===== config.mk =====
export PLATFORM = sky130hd
export DESIGN_NAME = mod12_count_monitor
export DESIGN_NICKNAME = d
export VERILOG_FILES = /design/src/rtl/count_pkg.sv /design/src/rtl/mon_evt_fifo.sv /design/src/rtl/mod12_count_monitor.sv
export SDC_FILE = /design/constraint.sdc
export NUM_CORES = 1
export LEC_CHECK = 0
export BUFFER_PORTS_ARGS = -buffer_cell sky130_fd_sc_hd__buf_2
export CAP_MARGIN = 10
export CORE_MARGIN = 3
export CORE_UTILIZATION = 40
export CTS_CLUSTER_DIAMETER = 150
export DETAILED_ROUTE_END_ITERATION = 10
export MAX_ROUTING_LAYER = met4
export PLACE_DENSITY = 0.64
export SLEW_MARGIN = 20
export SYNTH_ARGS = -nofsm -noshare
export SYNTH_HDL_FRONTEND = slang
export SYNTH_SLANG_ARGS = --single-unit

===== constraint.sdc =====
create_clock -name clock -period 4.1 [get_ports clock]
set_input_delay 0.615 -clock clock [delete_from_list [all_inputs] [get_ports clock]]
set_output_delay 0.615 -clock clock [all_outputs]
set_load 0.02 [all_outputs]

===== src/rtl/count_pkg.sv =====
// rtl/count_pkg.sv - shared types and constants for the mod-12 count monitor
package count_pkg;

  localparam logic [3:0] MOD12_MAX = 4'd11;

  typedef enum logic [2:0] {
    EV_NONE      = 3'd0,
    EV_LOAD      = 3'd1,
    EV_WRAP_UP   = 3'd2,
    EV_WRAP_DN   = 3'd3,
    EV_SEQ_ERR   = 3'd4,
    EV_RANGE_ERR = 3'd5
  } evt_code_e;

  typedef struct packed {
    evt_code_e  code;
    logic [3:0] cnt;
  } evt_t;

  typedef enum logic {
    ST_IDLE  = 1'b0,
    ST_TRACK = 1'b1
  } mon_state_e;

  // Expected next value on a non-wrapping step; wrap cases are classified before this is used.
  function automatic logic [3:0] mod12_step(input logic [3:0] v, input logic up);
    return up ? (v + 4'd1) : (v - 4'd1);
  endfunction

endpackage


===== src/rtl/mon_evt_fifo.sv =====
// rtl/mon_evt_fifo.sv - show-ahead event queue; a push on a full queue is taken only with a same-cycle pop
module mon_evt_fifo
  import count_pkg::*;
#(
  parameter int DEPTH = 4
) (
  input  logic                   i_clk,
  input  logic                   i_rst_n,
  input  logic                   i_push,
  input  evt_t                   i_data,
  output logic                   o_full,
  input  logic                   i_pop,
  output evt_t                   o_data,
  output logic                   o_empty,
  output logic [$clog2(DEPTH):0] o_level
);

  localparam int AW = $clog2(DEPTH);

  evt_t          r_mem [DEPTH];
  logic [AW-1:0] r_wr_ptr;
  logic [AW-1:0] r_rd_ptr;
  logic [AW:0]   r_level;
  logic          w_do_push;
  logic          w_do_pop;

  assign o_empty   = (r_level == '0);
  assign o_full    = (r_level == (AW+1)'(DEPTH));
  assign o_level   = r_level;
  assign w_do_pop  = i_pop && !o_empty;
  assign w_do_push = i_push && (!o_full || w_do_pop);
  assign o_data    = o_empty ? '0 : r_mem[r_rd_ptr];

  always_ff @(posedge i_clk) begin
    if (w_do_push) r_mem[r_wr_ptr] <= i_data;
  end

  always_ff @(posedge i_clk or negedge i_rst_n) begin
    if (!i_rst_n) begin
      r_wr_ptr <= '0;
      r_rd_ptr <= '0;
      r_level  <= '0;
    end else begin
      if (w_do_push) r_wr_ptr <= r_wr_ptr + 1'b1;
      if (w_do_pop)  r_rd_ptr <= r_rd_ptr + 1'b1;
      r_level <= r_level + {{AW{1'b0}}, w_do_push} - {{AW{1'b0}}, w_do_pop};
    end
  end

endmodule


===== src/rtl/mod12_count_monitor.sv =====
// rtl/mod12_count_monitor.sv - classifies mod-12 counter steps and queues the resulting events
module mod12_count_monitor
  import count_pkg::*;
#(
  parameter int FIFO_DEPTH = 4,
  parameter int WRAP_W     = 8,
  parameter int DROP_W     = 8
) (
  input  logic                        clock,
  input  logic                        resetn,
  input  logic [3:0]                  count,
  input  logic                        load,
  input  logic                        up_down,
  output logic                        evt_valid,
  input  logic                        evt_ready,
  output logic [2:0]                  evt_code,
  output logic [3:0]                  evt_count,
  output logic [WRAP_W-1:0]           wrap_cnt,
  output logic                        overflow,
  output logic [DROP_W-1:0]           drop_cnt,
  output logic [$clog2(FIFO_DEPTH):0] fifo_level
);

  mon_state_e        r_state;
  logic [3:0]        r_prev;
  logic              r_load_q;
  logic              r_up_q;
  logic [WRAP_W-1:0] r_wrap_cnt;
  logic              r_overflow;
  logic [DROP_W-1:0] r_drop_cnt;

  evt_code_e w_code;
  evt_t      w_evt;
  evt_t      w_head;
  logic      w_push;
  logic      w_pop;
  logic      w_full;
  logic      w_empty;

  // IDLE only range-checks so a stale prev after reset cannot raise LOAD or SEQ_ERR.
  always_comb begin
    w_code = EV_NONE;
    if (count > MOD12_MAX) begin
      w_code = EV_RANGE_ERR;
    end else if (r_state == ST_TRACK) begin
      if (r_load_q)                                            w_code = EV_LOAD;
      else if (r_prev > MOD12_MAX)                             w_code = EV_NONE;
      else if (r_up_q && r_prev == MOD12_MAX && count == 4'd0) w_code = EV_WRAP_UP;
      else if (!r_up_q && r_prev == 4'd0 && count == MOD12_MAX) w_code = EV_WRAP_DN;
      else if (count == mod12_step(r_prev, r_up_q))            w_code = EV_NONE;
      else                                                     w_code = EV_SEQ_ERR;
    end
  end

  assign w_evt  = '{code: w_code, cnt: count};
  assign w_push = (w_code != EV_NONE);
  assign w_pop  = evt_valid && evt_ready;

  mon_evt_fifo #(.DEPTH(FIFO_DEPTH)) u_fifo (
    .i_clk   (clock),
    .i_rst_n (resetn),
    .i_push  (w_push),
    .i_data  (w_evt),
    .o_full  (w_full),
    .i_pop   (w_pop),
    .o_data  (w_head),
    .o_empty (w_empty),
    .o_level (fifo_level)
  );

  always_ff @(posedge clock or negedge resetn) begin
    if (!resetn) begin
      r_state    <= ST_IDLE;
      r_prev     <= '0;
      r_load_q   <= 1'b0;
      r_up_q     <= 1'b0;
      r_wrap_cnt <= '0;
      r_overflow <= 1'b0;
      r_drop_cnt <= '0;
    end else begin
      r_state  <= ST_TRACK;
      r_prev   <= count;
      r_load_q <= load;
      r_up_q   <= up_down;
      if (w_code == EV_WRAP_UP) r_wrap_cnt <= r_wrap_cnt + WRAP_W'(1);
      if (w_code == EV_WRAP_DN) r_wrap_cnt <= r_wrap_cnt - WRAP_W'(1);
      if (w_push && w_full && !w_pop) begin
        r_overflow <= 1'b1;
        if (r_drop_cnt != '1) r_drop_cnt <= r_drop_cnt + DROP_W'(1);
      end
    end
  end

  assign evt_valid = !w_empty;
  assign evt_code  = w_head.code;
  assign evt_count = w_head.cnt;
  assign wrap_cnt  = r_wrap_cnt;
  assign overflow  = r_overflow;
  assign drop_cnt  = r_drop_cnt;

endmodule


==> flow_summary.json <==
{
  "status": "completed",
  "clk_pin_slew_ns": 0.07,
  "grt_max_degree": 32,
  "pwr_density_cell_nw_per_um2": 589,
  "finalSetupTns_ns": 0,
  "netlist_top_cells_area": "edfxtp_1 (29%), dfrtp_1 (26%), ha_1 (6.4%)",
  "fmax_mhz": 313,
  "finalSetupViolations": 0,
  "cp_slowest_stage_delay_ns": 0.45,
  "cap_violations": 0,
  "post-route-util_pct": 49.5,
  "cp.arrival_ns": 3.44,
  "drt_iter0_markers": 93,
  "h-tree-depth": 3,
  "cts_setup_buffers": 0,
  "slew_headroom_pct": 51.4,
  "clk_path_buf_depth": 2,
  "ys_warn_count": 0,
  "worstSetupStartpointType": "flop",
  "initial_core_util_pct": 42.3,
  "finalHoldViolations": 0,
  "yosys_most_used_dff": "dfrtp_1",
  "end_kind": "flop",
  "cp_max_fo": 6,
  "cts_tree": "done",
  "fin_worst_skew_ns": 0.0148,
  "fin_crit_sh_pct": 77.8,
  "netlist_area_um2": 2940,
  "ir_drop_mv": 0.208,
  "antenna_found_initial": 0,
  "fin_ws_ns": 0.908,
  "cts_resized": 0,
  "portBuffers": 36,
  "synth-seq-cells": 59,
  "avgRoutedWirePerCell_um": 14.0,
  "crit_chain": "nor4b_1 > and3_1 > nor2b_1 > nand2b_1 > inv_1 > and2_1 > ha_1 > a21o_1 > a211oi_1 > o21ai_0 > nand3_1 > nor3b_1 > xor2_1",
  "syn_avg_cell_area_um2": 13.4,
  "nets": 292,
  "yosysTopAreaCellShare_pct": 28.6,
  "rsz0062_at_grt": "false",
  "hold_path_class": "primary input to async pin",
  "post-route-min-period_ns": 3.19,
  "synth_seq_area_share_pct": 55.0,
  "drive_gt1_share_pct": 25.6,
  "seq_area_um2": 1620,
  "grt_overflow_total": 0,
  "multi_input_area_um2": 1250,
  "worst_pin_slew_ns": 0.729,
  "worstSetupPathType": "flop to flop",
  "syn_inst": 220,
  "drc": 0,
  "fp.dieH_um": 91.7,
  "synth_top_cell_by_area": "edfxtp_1",
  "clockRootBuffer": "clkbuf_8",
  "coreArea_um2": 6940,
  "first_global_vias": 1822,
  "grtUsageTotal_pct": 14.2,
  "synth_fp_nets": 247,
  "postRouteAntennaNets": 0,
  "fp.dieW_um": 91.7,
  "crit_required_ns": 4.35,
  "cts_sinks": 59,
  "worstSkewPairLatency_ns": 0.33,
  "vias": 1726,
  "detail_route.first_pass.iterations": 4,
  "postCtsHoldBufs": 0,
  "numCtsBuffers": 9,
  "place_ws_ns": 0.697,
  "synth-edff-count": 28,
  "area_delta_synth_final_pct": 16.8,
  "dieArea_um2": 8420,
  "diodes": 0,
  "routed_wl_um": 5140,
  "dpl.hpwl_um": 3670,
  "synth_async_sr_flop_share_pct": 52.5,
  "grt_first_pass_wirelength_um": 8910,
  "slowest_stage": "dfrtp_1",
  "vias_per_cell": 4.72,
  "yosysUniqueCellTypes": 48,
  "place_congestion": 0.790,
  "io_pins": 37,
  "fill_cells": 628,
  "slew_viol_final": 0,
  "power_leakage_nw": 1.49,
  "row_count": 30
}
-- cell usage after synthesis, drive strengths merged (2+ instances only) --
library cell and n:
a211oi 3, a21boi 2, a21o 3, a21oi 9, and2 14, and3 4, buf 2, clkbuf 2
dfrtp 31, edfxtp 28, fa 3, ha 15, inv 16, mux2 2, mux4 7, nand2 11
nand3 6, nor2 7, nor2b 2, nor3 3, nor3b 2, nor4b 2, o21ai 9, o31ai 2
xnor2 9, xor2 13
-- area by class of cell --
class | instances | share of cell area, %
Sequential cell | 59 | 47.1
Multi-Input combinational cell | 141 | 36.3
Timing Repair Buffer | 38 | 5.68
Clock buffer | 13 | 4.63
Tap cell | 96 | 3.50
Inverter | 16 | 1.75
Clock inverter | 3 | 1.09
-- report_power, final --
part	switching, W	internal [W]
sequential	0.000115	0.000756
combinational	0.000335	0.000288
clock	0.000217	0.000311
-- placed cells by master, fill, tap and decap left out, types with 3 or more instances in the layout --
| cell type | n |
|---|---|
| and3_1 | 4 |
| edfxtp_1 | 28 |
| inv_1 | 16 |
| nand2_1 | 10 |
| nor2_1 | 7 |
| a21o_1 | 3 |
| and2_1 | 14 |
| nand3_1 | 6 |
| mux4_2 | 7 |
| a21oi_1 | 8 |
| xnor2_1 | 8 |
| fa_1 | 3 |
| dfrtp_1 | 31 |
| ha_1 | 15 |
| clkbuf_8 | 11 |
| xor2_1 | 13 |
| o21ai_0 | 8 |
| buf_2 | 36 |
-- per-layer routing --
layer	global-route usage [%]	share of wire, %	vias up
met1	18.8	50	819
li1	-	-	874
met3	2.87	3.2	5
met2	20.7	46	28
met4	7.80	1.0	0
met5	-	0	-
-- cell families (layout without fill, tap and decap cells) --
group | Yosys count | in the layout | synth area share (%)
flops | 59 | 59 | 55.0
mux | 9 | 9 | 6.26
fa+ha+maj | 18 | 18 | 8.43
buf+inv | 20 | 70 | 2.64
other cells | 1 | 1 | 0.128
xor+xnor | 23 | 23 | 7.62
simple gates | 58 | 58 | 11.8
compound gates | 32 | 32 | 8.17
-- through the flow --
stage               cells  power, W  cell area [um^2]  hold WS [ns]
floorplan             220   0.00133              2940         0.319
global placement      350   0.00151              3240         0.442
detailed placement    350   0.00153              3240         0.443
CTS                   366   0.00206              3430         0.350
global route          366   0.00215              3430         0.382
finish                366   0.00202              3430         0.333
-- worst paths after layout --
check / end / cells past startpoint / slack, ns / startpoint
setup / recovery: wrap_cnt[7] / 13 / 0.91 / r_prev[0]
max in group asynchronous: u_fifo.r_rd_ptr[0] / 1 / 3.28 / resetn
setup reg to reg: wrap_cnt[7] / 13 / 0.91 / r_prev[0]
min in group clock: r_up_q / 1 / 0.39 / up_down
hold / removal: wrap_cnt[4] / 1 / 0.33 / resetn
hold reg to reg: overflow / 1 / 0.45 / overflow
-- sequential cells by signal, summed over array words and instances, names as in the netlist --
register / count
u_fifo.r_rd_ptr: 2
drop_cnt: 8
wrap_cnt: 8
r_up_q: 1
u_fifo.r_wr_ptr: 2
u_fifo.r_mem: 28
r_state: 1
u_fifo.o_level: 3
r_load_q: 1
r_prev: 4
overflow: 1
-- worst max-delay path: cells and delay by family (launching register included) --
kind,cells,cell delay (ns)
flops,1,0.45
compound gates,3,0.70
buf+inv,1,0.13
xor+xnor,1,0.17
fa+ha+maj,1,0.28
simple gates,7,1.40
(Power assumes the default switching activity.)
